**src/rtl/ifetch_pkg.sv**
```systemverilog
// rtl/ifetch_pkg.sv - shared core constants and fetch FSM encoding for the ifetch stage
package ifetch_pkg;

  localparam int XLEN = 32;

  typedef enum logic [1:0] {
    ST_IDLE  = 2'd0,
    ST_WAIT  = 2'd1,
    ST_DRAIN = 2'd2
  } fetch_state_e;

  function automatic logic [XLEN-1:0] word_align(input logic [XLEN-1:0] addr);
    return {addr[XLEN-1:2], 2'b00};
  endfunction

endpackage

```
**src/rtl/ifetch_fifo.sv**
```systemverilog
// rtl/ifetch_fifo.sv - synchronous instruction buffer, power-of-two DEPTH, flush clears all entries
module ifetch_fifo #(
  parameter int WIDTH = 64,
  parameter int DEPTH = 2
) (
  input  logic             clk,
  input  logic             rst,
  input  logic             clear,
  input  logic             push,
  input  logic [WIDTH-1:0] wdata,
  input  logic             pop,
  output logic [WIDTH-1:0] rdata,
  output logic             empty,
  output logic             full
);

  localparam int PTR_W = (DEPTH > 1) ? $clog2(DEPTH) : 1;
  localparam int CNT_W = PTR_W + 1;

  logic [WIDTH-1:0] mem [DEPTH];
  logic [PTR_W-1:0] wr_ptr;
  logic [PTR_W-1:0] rd_ptr;
  logic [CNT_W-1:0] count;
  logic             do_push;
  logic             do_pop;

  assign empty   = (count == '0);
  assign full    = (count == CNT_W'(DEPTH));
  assign do_pop  = pop && !empty;
  assign do_push = push && (!full || do_pop);

  // Pointers wrap naturally because DEPTH is a power of two.
  always_ff @(posedge clk) begin
    if (rst || clear) begin
      wr_ptr <= '0;
      rd_ptr <= '0;
      count  <= '0;
    end else begin
      if (do_push) wr_ptr <= wr_ptr + 1'b1;
      if (do_pop)  rd_ptr <= rd_ptr + 1'b1;
      case ({do_push, do_pop})
        2'b10:   count <= count + 1'b1;
        2'b01:   count <= count - 1'b1;
        default: count <= count;
      endcase
    end
  end

  always_ff @(posedge clk) begin
    if (do_push) mem[wr_ptr] <= wdata;
  end

  // Empty buffer presents zeros so the stage outputs read 0 after reset.
  assign rdata = empty ? '0 : mem[rd_ptr];

endmodule

```
**src/rtl/ifetch.sv**
```systemverilog
// rtl/ifetch.sv - instruction fetch stage; IFETCH_PREFETCH_ABORT_EN adds i_imem_err/o_abort tracking
module ifetch
  import ifetch_pkg::*;
#(
  parameter int DEPTH = 2
) (
  input  logic            clk,
  input  logic            rst,
  input  logic            en,
  input  logic [XLEN-1:0] i_pc,
  input  logic            i_flush,
  output logic            o_pc_adv,
  output logic            o_imem_req,
  output logic [XLEN-1:0] o_imem_addr,
  input  logic            i_imem_ack,
  input  logic [XLEN-1:0] i_imem_rdata,
`ifdef IFETCH_PREFETCH_ABORT_EN
  input  logic            i_imem_err,
  output logic            o_abort,
`endif
  output logic            o_valid,
  output logic [XLEN-1:0] o_instr,
  output logic [XLEN-1:0] o_instr_pc,
  input  logic            i_ready
);

`ifdef IFETCH_PREFETCH_ABORT_EN
  localparam int ENTRY_W = 2*XLEN + 1;
`else
  localparam int ENTRY_W = 2*XLEN;
`endif

  fetch_state_e     state, state_nxt;
  logic [XLEN-1:0]  addr_q, addr_nxt;
  logic             issue;
  logic             push;
  logic             pop;
  logic             fifo_empty;
  logic             fifo_full;
  logic [ENTRY_W-1:0] entry_w;
  logic [ENTRY_W-1:0] entry_r;

  always_ff @(posedge clk) begin
    if (rst) begin
      state  <= ST_IDLE;
      addr_q <= '0;
    end else begin
      state  <= state_nxt;
      addr_q <= addr_nxt;
    end
  end

  always_comb begin
    state_nxt   = state;
    addr_nxt    = addr_q;
    issue       = 1'b0;
    push        = 1'b0;
    o_imem_req  = 1'b0;
    o_imem_addr = addr_q;
    case (state)
      ST_IDLE: begin
        o_imem_addr = word_align(i_pc);
        if (en && !rst && !i_flush && !fifo_full) begin
          issue      = 1'b1;
          o_imem_req = 1'b1;
          addr_nxt   = word_align(i_pc);
          state_nxt  = ST_WAIT;
        end
      end
      ST_WAIT: begin
        o_imem_req = 1'b1;
        if (en) begin
          if (i_flush) begin
            state_nxt = i_imem_ack ? ST_IDLE : ST_DRAIN;
          end else if (i_imem_ack) begin
            push      = 1'b1;
            state_nxt = ST_IDLE;
          end
        end
      end
      ST_DRAIN: begin
        // The redirected-away response still has to be absorbed before reissuing.
        o_imem_req = 1'b1;
        if (en && i_imem_ack) state_nxt = ST_IDLE;
      end
      default: state_nxt = ST_IDLE;
    endcase
  end

  assign o_pc_adv = issue;
  assign o_valid  = !fifo_empty && !i_flush;
  assign pop      = o_valid && i_ready && en;

`ifdef IFETCH_PREFETCH_ABORT_EN
  assign entry_w = {i_imem_err, addr_q, i_imem_rdata};
  assign o_abort = entry_r[2*XLEN];
`else
  assign entry_w = {addr_q, i_imem_rdata};
`endif

  assign o_instr_pc = entry_r[2*XLEN-1:XLEN];
  assign o_instr    = entry_r[XLEN-1:0];

  ifetch_fifo #(
    .WIDTH (ENTRY_W),
    .DEPTH (DEPTH)
  ) u_fifo (
    .clk   (clk),
    .rst   (rst),
    .clear (en && i_flush),
    .push  (push),
    .wdata (entry_w),
    .pop   (pop),
    .rdata (entry_r),
    .empty (fifo_empty),
    .full  (fifo_full)
  );

endmodule

```
**config.mk**
```make
export PLATFORM = sky130hd
export DESIGN_NAME = ifetch
export DESIGN_NICKNAME = d
export VERILOG_FILES = /design/src/rtl/ifetch_pkg.sv /design/src/rtl/ifetch_fifo.sv /design/src/rtl/ifetch.sv
export SDC_FILE = /design/constraint.sdc
export NUM_CORES = 1
export LEC_CHECK = 0
export CORE_UTILIZATION = 29
export DETAILED_ROUTE_END_ITERATION = 7
export GPL_TIMING_DRIVEN = 0
export HOLD_SLACK_MARGIN = 0.15
export SLEW_MARGIN = 40
export SYNTH_ARGS = -nofsm -noshare
export SYNTH_HDL_FRONTEND = slang
export SYNTH_SLANG_ARGS = --single-unit
```
**constraint.sdc**
```tcl
create_clock -name clk -period 5.71 [get_ports clk]
set_input_delay 0.571 -clock clk [delete_from_list [all_inputs] [get_ports clk]]
set_output_delay 0.571 -clock clk [all_outputs]
set_load 0.01 [all_outputs]
```
==> summary.txt <==
Outcome
  – Outcome: complete, but fails checks
  – Failing checks: DRC

STA
  – Worst Clk Skew: between 0.007 and 0.008 ns
  – Tmin final: 3.24 ns
  – Slew @ Worst Pin: 0.552 ns
  – Max-slew violations: 0
  – Fin Hold WS: 0.466 ns
  – RSZ-0062 raised after global routing: false
  – Period utilization: between 50% and 60%
  – Final setup violation count: 0
  – Relative slew slack: 63.2%
  – Final Hold Vio Count: 0
  – Fmax: 309 MHz

Place
  – GPL Wtd Cong: roughly 0.77
  – Post-DP HPWL: 11.5 mm
  – Post-Place Cell Area: around 0.0086 mm²
  – Placed cell count: 933
  – I/O Buffers: 161

Layout
  – Commonest non-fill, non-tap cells in the layout: clkdlybuf4s50_1, edfxtp_1, nor2_1
  – Fillers: 2021
  – Finished Layout Cells: 966
  – Net count, final: 747
  – Area of the multi-input gates: 0.00191 mm²
  – Register Area: 0.00446 mm²
  – Cell area after layout: 0.00923 mm²
  – Commonest non-fill, non-tap cell in the layout: clkdlybuf4s50_1
  – Area grow syn2layout: 41.1%
  – Final Core Density: a little over two fifths
  – Layout cell share with drive strength beyond 1: 14.9%

Route
  – Drc violations: 11
  – Wire length per cell: 16.8 µm
  – Post-DRT Antenna Nets: 0
  – Routed WL: ~16 mm
  – DRT Pass-1 Iters: 7
  – Via density: 4.53
  – Initial DRC count: 205
  – Total number of vias: 4380

Pwr
  – Maximum VDD drop: 128 µV
  – Tot Pwr: 2.65 mW
  – PwrDens: 287 mW/mm²
  – Leakage: just over 3 nW

Floorplan
  – Ports: 169
  – Initial Util: a little under 30%
  – Row count: 54
  – Die Width: 152 µm
  – Die Area: 0.0232 mm²
  – Floorplan Core Area: 0.0220 mm²
  – Die H: 152 µm

Worst setup path
  – Critical Path Fanout Max: 10
  – Type of the worst setup path: primary input to primary output
  – Crit path DAT: 2.67 ns
  – Worst r2r src: state[1]
  – Worst EP required: 5.14 ns
  – Critical path buffers and inverters: 4
  – Largest delay share family, worst path: buffers and inverters
  – CP endpoint kind: primary output
  – Max incr delay on CP: 0.56 ns
  – CP Launch Point: i_flush
  – Crit-path cells: clkdlybuf4s50_1, and2b_4, nand4b_4, inv_2, buf_6, nor2_1, nor2_1, clkdlybuf4s50_1
  – Slowest CP cell: clkdlybuf4s50_1
  – CP Launch Type: primary input

Synth
  – Yosys warns: 0
  – Area contributors post-synth: edfxtp_1, dfxtp_1, mux2i_1
  – Avg Cell Area, Syn: 13.5 µm²
  – Yosys reg bits: 161
  – Largest area contributor in the netlist: edfxtp_1
  – Gate Count Post-Synth: roughly 480
  – Cell Area, Synth: approximately 0.0065 mm²
  – Cell variety after synth: 34
  – Sequential area share after synthesis: 68.2%
  – Top cell type's share of synthesized area: 56.9%

Job
  – Max-cap violation count: 0

Clocking
  – Latest clock arrival within the worst-skew pair: 0.41 ns
  – Hold_buf cts: 0
  – Clk sinks: ~160
  – CTS tree: yes
  – Resize count post-CTS: 0
  – Setup bufs post-CTS: 0
  – CTS clk-pin slew, worst paths: 0.06 ns
  – Clock root buffer: clkbuf_16
  – CTS Buf Count: 17
  – H-tree levels: 4
  – Max clock buf depth: 2

Global routing
  – Overflow after GRT: 0
  – Largest net degree at the start of global routing: 20
  – Initial antenna violation count: 1
  – First-pass GRT wire length: about 26 mm
  – Number of global-route vias before repair: 4619
  – Total GRT Usage: 14.6%

Worst hold path
  – Worst hold path class: primary input to register
  – Critical hold path startpoint: rst
==> cells by family after synthesis <==
family	Yosys count	synth area share (%)
buffers and inverters	35	2.98
AOI/OAI and AO/OA	42	3.63
other	1	0.0573
and+or+nand+nor	144	9.07
adders and majority gates	5	0.956
muxes	92	14.7
DFF	161	68.2
xor gates and xnor gates	3	0.402
==> area by class of cell <==
| cell class | instances | share of cell area, % |
|---|---|---|
| inverters | 4 | 0.163 |
| flip-flops and latches | 161 | 48.4 |
| well taps | 280 | 3.80 |
| diodes | 1 | 0.0271 |
| clock buffers | 18 | 4.65 |
| multi-input cells | 290 | 20.7 |
| clock inverters | 14 | 1.92 |
| repair buffers | 167 | 18.4 |
| plain buffers | 31 | 1.95 |
==> registers in the layout, indices dropped and copies added (netlist names), named ones only <==
| register | cells |
|---|---|
| addr_q | 30 |
| u_fifo.rd_ptr | 1 |
| u_fifo.mem | 124 |
| u_fifo.count | 2 |
| u_fifo.wr_ptr | 1 |
| state | 2 |
==> report_power, final <==
| part | switching, mW | leakage (nW) | total [mW] | internal [mW] |
|---|---|---|---|---|
| sequential | 0.00843 | 1.50 | 1.28 | 1.27 |
| clock | 0.474 | 0.297 | 1.17 | 0.697 |
| combinational | 0.0834 | 1.28 | 0.198 | 0.114 |
| total | 0.566 | 3.08 | 2.65 | 2.08 |
==> per-layer routing <==
layer  routed length (µm)  GRT usage [%]
met1                 7070           17.9
met2                 7920           24.5
met3                  951           3.58
met4                  314           6.17
met5                    0              0
==> worst reg2reg max path: stages, from the launching register on <==
cell and delay [ns]:
dfxtp_1 0.33, inv_1 0.10, ha_1 0.22, o2111ai_2 0.27, nor2_4 0.40, buf_8 0.25
buf_8 0.24
==> final timing paths <==
| kind | cells after the start | slack [ns] | to |
|---|---|---|---|
| max | 8 | 2.47 | o_imem_req |
| min | 2 | 0.47 | addr_q[16] |
| max reg2reg | 6 | 3.59 | u_fifo.mem[0][24] |
| min reg2reg | 0 | 0.48 | u_fifo.mem[1][55] |
==> cell usage after synthesis, drive strengths merged <==
library cell,count
clkbuf,3
a31oi,1
a211oi,1
conb,1
o21a,1
o2111ai,1
mux2i,62
dfxtp,37
xor2,1
a2bb2oi,1
inv,4
nand2b,3
and2,1
xnor2,2
a41o,1
o21ai,4
a21oi,31
nor2,73
nor2b,2
buf,28
and2b,1
ha,5
edfxtp,124
nand4b,1
or3,1
nand2,61
o211ai,1
nor3,1
mux2,30
==> per-stage QoR <==
step | worst slack [ns] | setup TNS (ns)
after floorplan | 1.59 | 0
after global placement | -0.747 | -90.89
after detailed placement | 2.48 | 0
after CTS | 2.46 | 0
after global routing | 2.36 | 0
final | 2.47 | 0
Power figures use the tool's default switching activity.
